## config.mk

```make
export PLATFORM = sky130hd
export DESIGN_NAME = mux4_rr_arbiter
export DESIGN_NICKNAME = d
export VERILOG_FILES = /design/src/rtl/mux_arb_pkg.sv /design/src/rtl/mux4.sv /design/src/rtl/rr_pick4.sv /design/src/rtl/mux4_rr_arbiter.sv
export SDC_FILE = /design/constraint.sdc
export NUM_CORES = 1
export LEC_CHECK = 0
export ABC_CLOCK_PERIOD_IN_PS = 2310
export CAP_MARGIN = 20
export CORE_MARGIN = 3
export CORE_UTILIZATION = 37
export DETAILED_ROUTE_END_ITERATION = 8
export GPL_ROUTABILITY_DRIVEN = 0
export HOLD_SLACK_MARGIN = 0.1
export PLACE_DENSITY_LB_ADDON = 0.08
export SLEW_MARGIN = 25
export SYNTH_ARGS = -nofsm -noshare
export SYNTH_HDL_FRONTEND = slang
export SYNTH_SLANG_ARGS = --single-unit
```

## constraint.sdc

```tcl
create_clock -name clk -period 2.31 [get_ports clk]
set_input_delay 0.231 -clock clk [delete_from_list [all_inputs] [get_ports clk]]
set_output_delay 0.231 -clock clk [all_outputs]
set_load 0.1 [all_outputs]
```

## src/rtl/mux_arb_pkg.sv

```systemverilog
// Shared types and constants for the four-requester mux arbiter.
// Defines the requester count, the select and data word types, and a select increment helper.
package mux_arb_pkg;

    localparam int NREQ = 4;

    typedef logic [1:0] sel_t;
    typedef logic [3:0] word_t;

    function automatic sel_t next_sel(input sel_t idx);
        return idx + 2'd1;
    endfunction

endpackage

```

## src/rtl/mux4.sv

```systemverilog
// 4-bit 4:1 data multiplexer shared by all requesters.
module mux4
    import mux_arb_pkg::*;
(
    input  word_t d0,
    input  word_t d1,
    input  word_t d2,
    input  word_t d3,
    input  sel_t  s,
    output word_t y
);

    // select one of the four input words
    always_comb begin
        y = 4'h0;
        case (s)
            2'd0:    y = d0;
            2'd1:    y = d1;
            2'd2:    y = d2;
            2'd3:    y = d3;
            default: y = 4'h0;
        endcase
    end

endmodule

```

## src/rtl/rr_pick4.sv

```systemverilog
// Combinational round-robin picker: first active request at or after ptr, wrapping modulo 4.
module rr_pick4
    import mux_arb_pkg::*;
(
    input  logic [3:0] req,
    input  sel_t       ptr,
    output logic [3:0] grant,
    output sel_t       g,
    output logic       hit
);

    // scan ptr, ptr+1, ptr+2, ptr+3 and keep the first active index
    always_comb begin
        sel_t idx_v;
        g     = 2'd0;
        hit   = 1'b0;
        idx_v = ptr;
        for (int k = 0; k < NREQ; k++) begin
            if (!hit && req[idx_v]) begin
                hit = 1'b1;
                g   = idx_v;
            end else begin
                hit = hit;
            end
            idx_v = next_sel(idx_v);
        end
        if (hit) begin
            grant = 4'b0001 << g;
        end else begin
            grant = 4'b0000;
        end
    end

endmodule

```

## src/rtl/mux4_rr_arbiter.sv

```systemverilog
// Round-robin arbiter that shares one 4:1 mux among four valid/ready requesters
// and holds the selected word in a one-entry output register.
module mux4_rr_arbiter
    import mux_arb_pkg::*;
#(
    parameter int START_PTR = 0,
    parameter int BURST     = 1
)(
    input  logic       clk,
    input  logic       reset_n,
    input  logic [3:0] req_valid,
    input  logic [3:0] req_data0,
    input  logic [3:0] req_data1,
    input  logic [3:0] req_data2,
    input  logic [3:0] req_data3,
    output logic [3:0] req_ready,
    output logic       out_valid,
    output logic [3:0] out_data,
    output logic [1:0] out_src,
    input  logic       out_ready,
    output logic       busy
);

    localparam sel_t       START_SEL = sel_t'(START_PTR);
    localparam logic [3:0] BURST_M1  = 4'(BURST - 1);

    sel_t       ptr_r;
    logic [3:0] burst_cnt_r;
    logic       out_valid_r;
    word_t      out_data_r;
    sel_t       out_src_r;

    logic [3:0] grant_s;
    sel_t       g_s;
    logic       hit_s;
    word_t      mux_s;
    logic       load_en_s;
    logic       xfer_s;
    logic [3:0] eff_cnt_s;
    logic       keep_s;

    rr_pick4 u_pick (
        .req   (req_valid),
        .ptr   (ptr_r),
        .grant (grant_s),
        .g     (g_s),
        .hit   (hit_s)
    );

    mux4 u_mux (
        .d0 (req_data0),
        .d1 (req_data1),
        .d2 (req_data2),
        .d3 (req_data3),
        .s  (g_s),
        .y  (mux_s)
    );

    assign load_en_s = !out_valid_r || out_ready;
    assign xfer_s    = hit_s && load_en_s && reset_n;
    assign req_ready = (reset_n && load_en_s) ? grant_s : 4'b0000;

    // a new requester starts a fresh burst; the same one continues its count
    always_comb begin
        if (g_s == out_src_r) begin
            eff_cnt_s = burst_cnt_r;
        end else begin
            eff_cnt_s = 4'd0;
        end
        keep_s = (eff_cnt_s < BURST_M1);
    end

    // output register, rotation pointer and burst counter
    always_ff @(posedge clk) begin
        if (!reset_n) begin
            out_valid_r <= 1'b0;
            out_data_r  <= 4'h0;
            out_src_r   <= 2'd0;
            ptr_r       <= START_SEL;
            burst_cnt_r <= 4'd0;
        end else if (xfer_s) begin
            out_valid_r <= 1'b1;
            out_data_r  <= mux_s;
            out_src_r   <= g_s;
            if (keep_s) begin
                ptr_r       <= g_s;
                burst_cnt_r <= eff_cnt_s + 4'd1;
            end else begin
                ptr_r       <= next_sel(g_s);
                burst_cnt_r <= 4'd0;
            end
        end else if (out_valid_r && out_ready) begin
            out_valid_r <= 1'b0;
        end else begin
            out_valid_r <= out_valid_r;
        end
    end

    assign out_valid = out_valid_r;
    assign out_data  = out_data_r;
    assign out_src   = out_src_r;
    assign busy      = out_valid_r || (|req_valid);

endmodule

```

==> impl_metrics.env <==
export IMPL_grt_pass1_vias=568
export IMPL_crit_slowest_cell="clkdlybuf4s50_1"
export IMPL_ys_seq_elements=9
export IMPL_final_area_mm2=0.001046
export IMPL_p_int_w=0.0003705
export IMPL_hold_class="flip-flop to flip-flop"
export IMPL_wire_per_inst_um=13.30
export IMPL_dr_pass1_iters=4
export IMPL_nNetsFinal=138
export IMPL_track_usage_pct=15.44
export IMPL_postRouteAntennaNets=0
export IMPL_vias_per_cell=5.368
export IMPL_dieArea_mm2=0.002185
export IMPL_grt_pass1_wl_mm=2.442
export IMPL_insertion_delay_ns=0.26
export IMPL_die_w_um=46.75
export IMPL_clockBufferDepth=2
export IMPL_min_path_cells=2
export IMPL_synthArstFlopShare_pct=0
export IMPL_grt_ovfl_total=0
export IMPL_power_density_mw_per_mm2=652.1
export IMPL_synth_avg_cell_area_um2=8.653
export IMPL_synthesis_nets=99
export IMPL_min_period_over_period_pct=95.49
export IMPL_start_util_pct=39.85
export IMPL_yosysTopAreaCellShare_pct=29.33
export IMPL_hold_viol=0
export IMPL_synthCells=71
export IMPL_crit_type="input port to output pin"
export IMPL_leakagePower_nw=0.4609
export IMPL_postLayoutCoreUtil_pct=67.86
export IMPL_routed_wl_mm=1.662
export IMPL_max_slew_margin_rel_pct=75.15
export IMPL_setup_viol=0
export IMPL_ios=35
export IMPL_start_kind="input port"
export IMPL_synth_top_cell_by_area="dfxtp_1"
export IMPL_min_period_ns=2.206
export IMPL_cp_arrival_ns=1.97
export IMPL_synth_common_cells="9 x dfxtp_1, 8 x a21oi_1, 7 x inv_1"
export IMPL_yosysWarningCount=0
export IMPL_status="finished clean"
export IMPL_yosysSeqAreaShare_pct=29.33
export IMPL_seqPwrFrac_pct=27.8
export IMPL_finalClockSkew_ns=0.0004763
export IMPL_drtIter0Drc=5
export IMPL_n_antenna_cell=0
export IMPL_max_freq_ghz=0.4534
export IMPL_power_frac_clock_pct=18.9
export IMPL_drc=0
export IMPL_synth_cell_type_count=29
export IMPL_ir_drop_mv=0.4300
export IMPL_cp_cell_sequence="clkdlybuf4s50_1 -> a21oi_1 -> o21a_1 -> o22ai_2 -> inv_1 -> ha_1 -> and2_2 -> buf_12"
export IMPL_cp_slowest_stage_delay_ns=0.55
export IMPL_worst_slew_pin_slew_ns=0.3693
export IMPL_vias=671
export IMPL_cap_viol_max_count=0
export IMPL_power_share_combinational_pct=53.2
export IMPL_reg2reg_depth=8
export IMPL_clock_sinks=9
export IMPL_clockRootBuffer="clkbuf_4"
export IMPL_die_h_um=46.75
export IMPL_crit_path_max_fanout=5
export IMPL_fp_row_count=14
export IMPL_grt_max_degree=13
export IMPL_portBuffers=34
export IMPL_synth_area_leaders="dfxtp_1 29%, ha_1 10%, a21oi_1 6.5%"
export IMPL_netlist_area_um2=614.3
export IMPL_drive_above_1_share_pct=30.28
export IMPL_cp_end_kind="output pin"
export IMPL_required_ns=2.08
export IMPL_yosysMostFrequentCell="dfxtp_1"
export IMPL_area_growth_pct=70.26
export IMPL_place_area_mm2=0.001007
export IMPL_whs_ns=0.4859
export IMPL_yosys_most_used_dff="dfxtp_1"
export IMPL_clkSlewWorstSetupHoldPaths_ns=0.07
export IMPL_synth_edff_count=0
export IMPL_cts_buffers=3
export IMPL_antenna_found_initial=0
export IMPL_dp_final_hpwl_mm=1.312
export IMPL_cts_tree="built"
export IMPL_power_switching_w=0.0003115
export IMPL_cts_hold_buf=0
export IMPL_htree_levels=1
export IMPL_switching_share_pct=45.67
export IMPL_core_area_mm2=0.001541
export IMPL_slew_violations=0
export IMPL_p_total_w=0.0006821
## placed cells by master (no fill, tap or decap)
cell	netlist	layout
a21boi_0	1	1
a21oi_1	8	8
a221oi_1	4	4
a22oi_1	4	4
a31o_2	4	4
and2_1	2	2
and2_2	2	2
and3_4	1	1
buf_12	0	5
buf_4	0	11
clkbuf_1	1	1
clkbuf_4	0	3
clkdlybuf4s50_1	0	22
dfxtp_1	9	7
dfxtp_2	0	2
ha_1	5	5
inv_1	7	7
mux2i_1	1	1
nand2_1	2	2
nand2b_1	2	2
nand3_1	2	2
nand3_2	1	1
nor2_1	2	2
nor3_2	0	1
nor4_1	1	1
o211a_1	1	1
o21a_1	1	1
o21ai_0	2	2
o21ai_1	1	1
o22ai_2	0	1
or2b_2	1	1
or4_4	1	1
## cells by family after synthesis
group,Yosys count,synth area share (%)
muxes,1,1.629
buffers and inverters,11,9.368
and+or+nand+nor,18,19.14
adders and majority gates,5,10.18
AOI/OAI and AO/OA,27,30.35
DFF,9,29.33
## what timing repair did
action / 4_1_cts / 5_1_grt
hold endpoints to repair: 0 / 0
setup buffers: 0 / 0
gates resized for setup: 0 / 3
endpoints found under the setup margin: 0 / 4
## worst max-delay path, delay by kind of cell
| kind | cells | cell delay [ns] |
|---|---|---|
| compound gates | 3 | 0.45 |
| fa+ha+maj | 1 | 0.25 |
| buf+inv | 3 | 0.82 |
| simple gates | 1 | 0.21 |
## stage by stage
stage               setup TNS, ns  cells  worst slack (ns)
floorplan                       0     71           0.08344
global placement                0    121           0.05681
detailed placement              0    121          0.001133
CTS                             0    125           0.02594
global route             -0.01336    125          -0.01336
finish                          0    125            0.1043
## layer usage
metal | vias up | wire [um] | track usage [%]
li1 | 337 | - | -
met1 | 308 | 749 | 21.56
met2 | 24 | 766 | 23.35
met3 | 2 | 132 | 2.682
met4 | 0 | 14 | 6.630
met5 | - | 0 | 0
## final cells by class
type / instances / area [um^2]
fill: 131 / 495.5
timing repair buffer: 38 / 402.9
multi-input combinational: 51 / 387.9
sequential: 9 / 182.7
clock buffer: 4 / 26.28
inverter: 7 / 26.28
tap: 16 / 20.02
## sequential cells by signal (all words and copies together), names as in the netlist
name       count
out_valid      1
ptr_r          2
out_src        2
out_data       4
## worst paths after layout
check / end / from / slack (ns)
setup / recovery: req_ready[3] / req_valid[1] / 0.10
hold / removal: out_src[0] / out_src[0] / 0.49
setup reg to reg: out_data[1] / ptr_r[1] / 0.44
hold reg to reg: out_src[0] / out_src[0] / 0.49
## power groups by stage
stage	Combinational (W)	Sequential, W	Clock, W
floorplan	0.000129	0.000312	0
global placement	0.000359	0.000192	0
detailed placement	0.000361	0.000193	0
CTS	0.000361	0.000189	0.000128
global route	0.000385	0.000192	0.000133
finish	0.000363	0.000190	0.000129
Note: power is estimated with default switching activity, not from simulation.
